### config.mk
export PLATFORM = sky130hd
export DESIGN_NAME = pipe_stage_skid
export DESIGN_NICKNAME = d
export VERILOG_FILES = /design/src/rtl/pipe_stage_skid.sv
export SDC_FILE = /design/constraint.sdc
export NUM_CORES = 1
export LEC_CHECK = 0
export CAP_MARGIN = 30
export CELL_PAD_IN_SITES_DETAIL_PLACEMENT = 2
export CELL_PAD_IN_SITES_GLOBAL_PLACEMENT = 2
export CORE_MARGIN = 3
export CORE_UTILIZATION = 25
export DETAILED_ROUTE_END_ITERATION = 7
export PLACE_DENSITY_LB_ADDON = 0.1
export SLEW_MARGIN = 30
export SYNTH_ARGS = -nofsm -noshare
export SYNTH_HDL_FRONTEND = slang
export SYNTH_SLANG_ARGS = --single-unit
### constraint.sdc
create_clock -name clk -period 2.2 [get_ports clk]
set_clock_uncertainty 0.1 [all_clocks]
set_input_delay 0.55 -clock clk [delete_from_list [all_inputs] [get_ports clk]]
set_output_delay 0.55 -clock clk [all_outputs]
set_load 0.03 [all_outputs]
### src/rtl/pipe_stage_skid.sv
// Elastic pipeline register: valid/ready handshake, two-entry skid buffer, synchronous flush.
// Optional back-pressure counter enabled by defining PIPE_SKID_STALL_CNT_EN.
module pipe_stage_skid #(
  parameter int unsigned       WIDTH      = 32,
  parameter logic [WIDTH-1:0]  RESET_DATA = '0
) (
  input  logic             clk,
  input  logic             reset,
  input  logic             flush,
  input  logic             in_valid,
  input  logic [WIDTH-1:0] in_data,
  output logic             in_ready,
  output logic             out_valid,
  output logic [WIDTH-1:0] out_data,
  input  logic             out_ready,
  output logic [1:0]       occupancy,
  output logic [31:0]      stall_cycles
);

  // State encoding doubles as the occupancy count.
  typedef enum logic [1:0] {
    StEmpty = 2'd0,
    StOne   = 2'd1,
    StFull  = 2'd2
  } state_e;

  state_e           state_q, state_d;
  logic [WIDTH-1:0] main_q, skid_q;
  logic             out_valid_q, in_ready_q;
  logic             load_main, load_skid, main_from_skid;

  // in_ready is 1 in EMPTY/ONE and out_valid is 1 in ONE/FULL, so the raw
  // handshake inputs already qualify as transfers inside each state arm.
  always_comb begin
    state_d        = state_q;
    load_main      = 1'b0;
    load_skid      = 1'b0;
    main_from_skid = 1'b0;
    if (flush) begin
      state_d = StEmpty;
    end else begin
      case (state_q)
        StEmpty: begin
          if (in_valid) begin
            load_main = 1'b1;
            state_d   = StOne;
          end
        end
        StOne: begin
          if (in_valid && out_ready) begin
            load_main = 1'b1;
          end else if (in_valid) begin
            load_skid = 1'b1;
            state_d   = StFull;
          end else if (out_ready) begin
            state_d = StEmpty;
          end
        end
        StFull: begin
          if (out_ready) begin
            main_from_skid = 1'b1;
            state_d        = StOne;
          end
        end
        default: state_d = StEmpty;
      endcase
    end
  end

  always_ff @(posedge clk or posedge reset) begin
    if (reset) begin
      state_q     <= StEmpty;
      out_valid_q <= 1'b0;
      in_ready_q  <= 1'b1;
      main_q      <= RESET_DATA;
      skid_q      <= RESET_DATA;
    end else begin
      state_q     <= state_d;
      out_valid_q <= (state_d != StEmpty);
      in_ready_q  <= (state_d != StFull);
      if (load_main) begin
        main_q <= in_data;
      end else if (main_from_skid) begin
        main_q <= skid_q;
      end
      if (load_skid) begin
        skid_q <= in_data;
      end
    end
  end

  assign in_ready  = in_ready_q;
  assign out_valid = out_valid_q;
  assign out_data  = main_q;
  assign occupancy = state_q;

`ifdef PIPE_SKID_STALL_CNT_EN
  logic [31:0] stall_q;

  // Saturating; flush deliberately leaves it alone.
  always_ff @(posedge clk or posedge reset) begin
    if (reset) begin
      stall_q <= 32'd0;
    end else if (out_valid_q && !out_ready && (stall_q != 32'hFFFF_FFFF)) begin
      stall_q <= stall_q + 32'd1;
    end
  end

  assign stall_cycles = stall_q;
`else
  assign stall_cycles = 32'd0;
`endif

endmodule

==> results summary <==
The area of the die came out at 13,500 sq um. The pre-antenna-repair detailed-routing pass consisted of 4 iterations. The run finished with clean final reports. The count of routing violations after the opening detailed-route iteration is 57.

The clock latency reported for the late side of the worst-skew pair is 0.32 ns. Among all stages on the critical path, the largest delay is contributed by sky130_fd_sc_hd__clkdlybuf4s50_1. The per-cell routed wire length came out at 15.8 um.

The min-delay analysis places its worst path in the category flop to flop. The number of antenna repair diodes came out at 0. The path type of the worst setup path is flop to primary output.

The post-synthesis compound-gate area fraction is 0.0907. The post-CTS clock slew at the launch and capture registers of the worst setup and hold paths came out at 0.06 ns. The hold buffer count at cts is 0.

The hold slack came out at 0.373 ns. The tree built by TritonCTS fans out to 68 sinks. The number of max-slew violations in the final report came out at 0. The placed wire-length estimate came out at 5.28 mm. The final setup violation count came out at 0. The tree is rooted in a sky130_fd_sc_hd__clkbuf_16.

The total congestion overflow came out at 0. After the last flow step, the layout net total stands at 380. The number of warnings issued by yosys came out at 0. The ratio of cells with drive above 1 in the final layout came out at 0.109. The layout overhead on the synthesized area came out at 39.4%.

The number of gates resized after CTS was 0. The worst setup slack before clock tree synthesis is 0.00634 ns. The core outline area is 11,700 sq um. The number of buffers inserted to repair setup after CTS is 0. The cell count after synthesis came out at 263. The largest family of logic cells by synthesized area is multiplexers.

The number of H-tree levels is 3. The share of the Yosys chip area taken by registers is 0.561. The number of rows created at floorplan is 39. The most area-hungry cell type in the Yosys netlist is sky130_fd_sc_hd__dfrtp_1.

The kind of cell with the highest combined delay along the critical path is buffers and inverters. The worst register-to-register path ends at skid_q[11]. The post-layout worst setup margin came out at 0.0538 ns. The first global-routing pass estimated 12.6 mm of wire. The stage delay of the slowest cell on the critical path is 0.66 ns. The total power per unit cell area came out at 990 nW/um^2. The smallest clock period supported by the final layout is computed as 2.15 ns. The total via count after detailed routing is 2,115.

The peak supply drop is 282 uV. The highest net fanout along the worst path came out at 1. The final-report hold violation count was 0. The filler cell count is 1,248. The final wirelength came out at 7.75 mm. STA classifies the critical path endpoint as a primary output.

The final antenna-violating net count came out at 0. The count of cells along the worst hold path is 2. The path length in cells of the critical path came out at 1.

The number of global-route vias before repair was 2,357. The critical path startpoint category is a flop. Data arrives at the worst endpoint at 1.50 ns. The cell area that synthesis handed to floorplanning was 3040 sq um.

The number of buffers added by the clock tree synthesis step is 9. The post-synthesis share of cell area spent on and, or, nand and nor gates is 0.101. In this run the worst setup path begins at in_ready. The adder-cell share of the synthesized area is 0. The critical path ends at in_ready. The setup TNS after final layout is 0 ns. Entering global routing, the biggest net connects 69 pins.

The number of antenna violations at the first check in global routing is 0. After detailed routing, the number of remaining DRC violations is 0. The most frequent standard cell in the layout excluding fill and tap cells is sky130_fd_sc_hd__clkdlybuf4s50_1. TritonCTS built the clock tree. Setup repair after global routing left no endpoint under its margin. The initial core utilization is 0.260. The worst register-to-register path begins at occupancy[1]. The average vias per placed instance came out at 4.31. The static leakage came out at 0.00196 uW. Of the total synthesized cell area, the portion taken by XOR and XNOR cells is 0.00289. The die is 116 um tall. The synthesized flop and latch total is 68. Counting both buffers and inverters, the worst setup path holds a total of 1.

Dividing the final minimum period by the clock period gives 0.976. Counting distinct cell types in the post-synthesis netlist gives 26. The critical path goes through clkdlybuf4s50_1. The area share of the largest cell type after synthesis is 0.552. The aggregate global-route resource usage came out at 0.122. The highest attainable clock frequency is 466 MHz.

The synthesized area per cell came out at 11.5 sq um. The number of maximum-capacitance constraint violations is 0. The number of port buffers came out at 72.

After synthesis, the cell types taking the most area are sky130_fd_sc_hd__dfrtp_1, sky130_fd_sc_hd__mux2_1, sky130_fd_sc_hd__buf_4, sky130_fd_sc_hd__nand2_1, sky130_fd_sc_hd__a22oi_1. At the end of routability-driven placement, the weighted congestion stood at 0.672. In the layout the commonest cells are sky130_fd_sc_hd__clkdlybuf4s50_1, sky130_fd_sc_hd__dfrtp_1, sky130_fd_sc_hd__nand2_1. At the worst endpoint, the required time is 1.55 ns.

The path depth of the worst reg2reg path came out at 4. Measured against the total synthesized area, the mux share comes to 0.125. The worst-case register-to-register setup slack came out at 0.58 ns. Measured along the x axis, the die boundary spans 116 um.

The maximum clock insertion buffer count is 2. For this design the top-level I/O count stands at 105.
report_power, final:
group	total, uW	switching (uW)	internal, uW	leakage, uW
clock	1600	546	1060	0.000158
combinational	921	517	404	0.000957
sequential	1670	142	1530	0.000840
total	4190	1200	2990	0.00196
how the worst min path moves through the flow:
| stage | from | endpoint | slack (ns) |
|---|---|---|---|
| global route | out_data[21] | out_data[21] | 0.40 |
| global placement | out_data[21] | out_data[21] | 0.36 |
| detailed placement | out_data[25] | out_data[25] | 0.36 |
| floorplan | skid_q[6] | out_data[6] | 0.36 |
| finish | out_data[25] | out_data[25] | 0.37 |
| CTS | out_data[25] | out_data[25] | 0.38 |
flip-flops by register name, summed over array words and instances, names as in the netlist:
name	flops
out_data	32
skid_q	32
out_valid	1
occupancy	2
in_ready	1
synthesized netlist by cell type (all sizes together):
cell type	instances
nor2	4
o21ai	2
nand2b	2
and4bb	1
nor2b	1
mux2	32
clkbuf	3
a21oi	2
conb	1
a22oi	30
dfrtp	67
nand3	1
buf	43
mux2i	2
xnor2	1
and2b	1
inv	4
a2bb2oi	1
nand2	62
dfstp	1
a31oi	1
and3	1
per-layer routing:
| metal | track usage | vias up | share of wire |
|---|---|---|---|
| met1 | 0.166 | 1066 | 0.47 |
| met3 | 0.0285 | 5 | 0.045 |
| met4 | 0.0394 | 0 | 0.013 |
| met5 | 0 | - | 0 |
| met2 | 0.193 | 61 | 0.48 |
| li1 | - | 983 | - |
metrics by stage:
step	power (uW)	instance area, sq um	std cells	utilization
final	4190	4230	491	0.363
after floorplan	2260	3160	294	-
after global routing	4420	4230	491	0.363
after CTS	4270	4230	491	0.363
after detailed placement	2630	3890	475	0.334
after global placement	2590	3890	475	0.334
cell families after synthesis:
group                     Yosys count
DFF                                68
and+or+nand+nor                    73
AOI/OAI and AO/OA                  36
buffers and inverters              50
xor gates and xnor gates            1
muxes                              34
other                               1
cell type report:
class / instances / area, sq um / share of cell area
Tap cell: 143 / 179 / 0.0423
Clock buffer: 11 / 253 / 0.0597
Multi-Input combinational cell: 176 / 1090 / 0.258
Clock inverter: 5 / 83.8 / 0.0198
Sequential cell: 68 / 1700 / 0.402
Inverter: 4 / 18.8 / 0.00444
Timing Repair Buffer: 84 / 901 / 0.213
No activity file was read; power rests on OpenSTA's default activity.
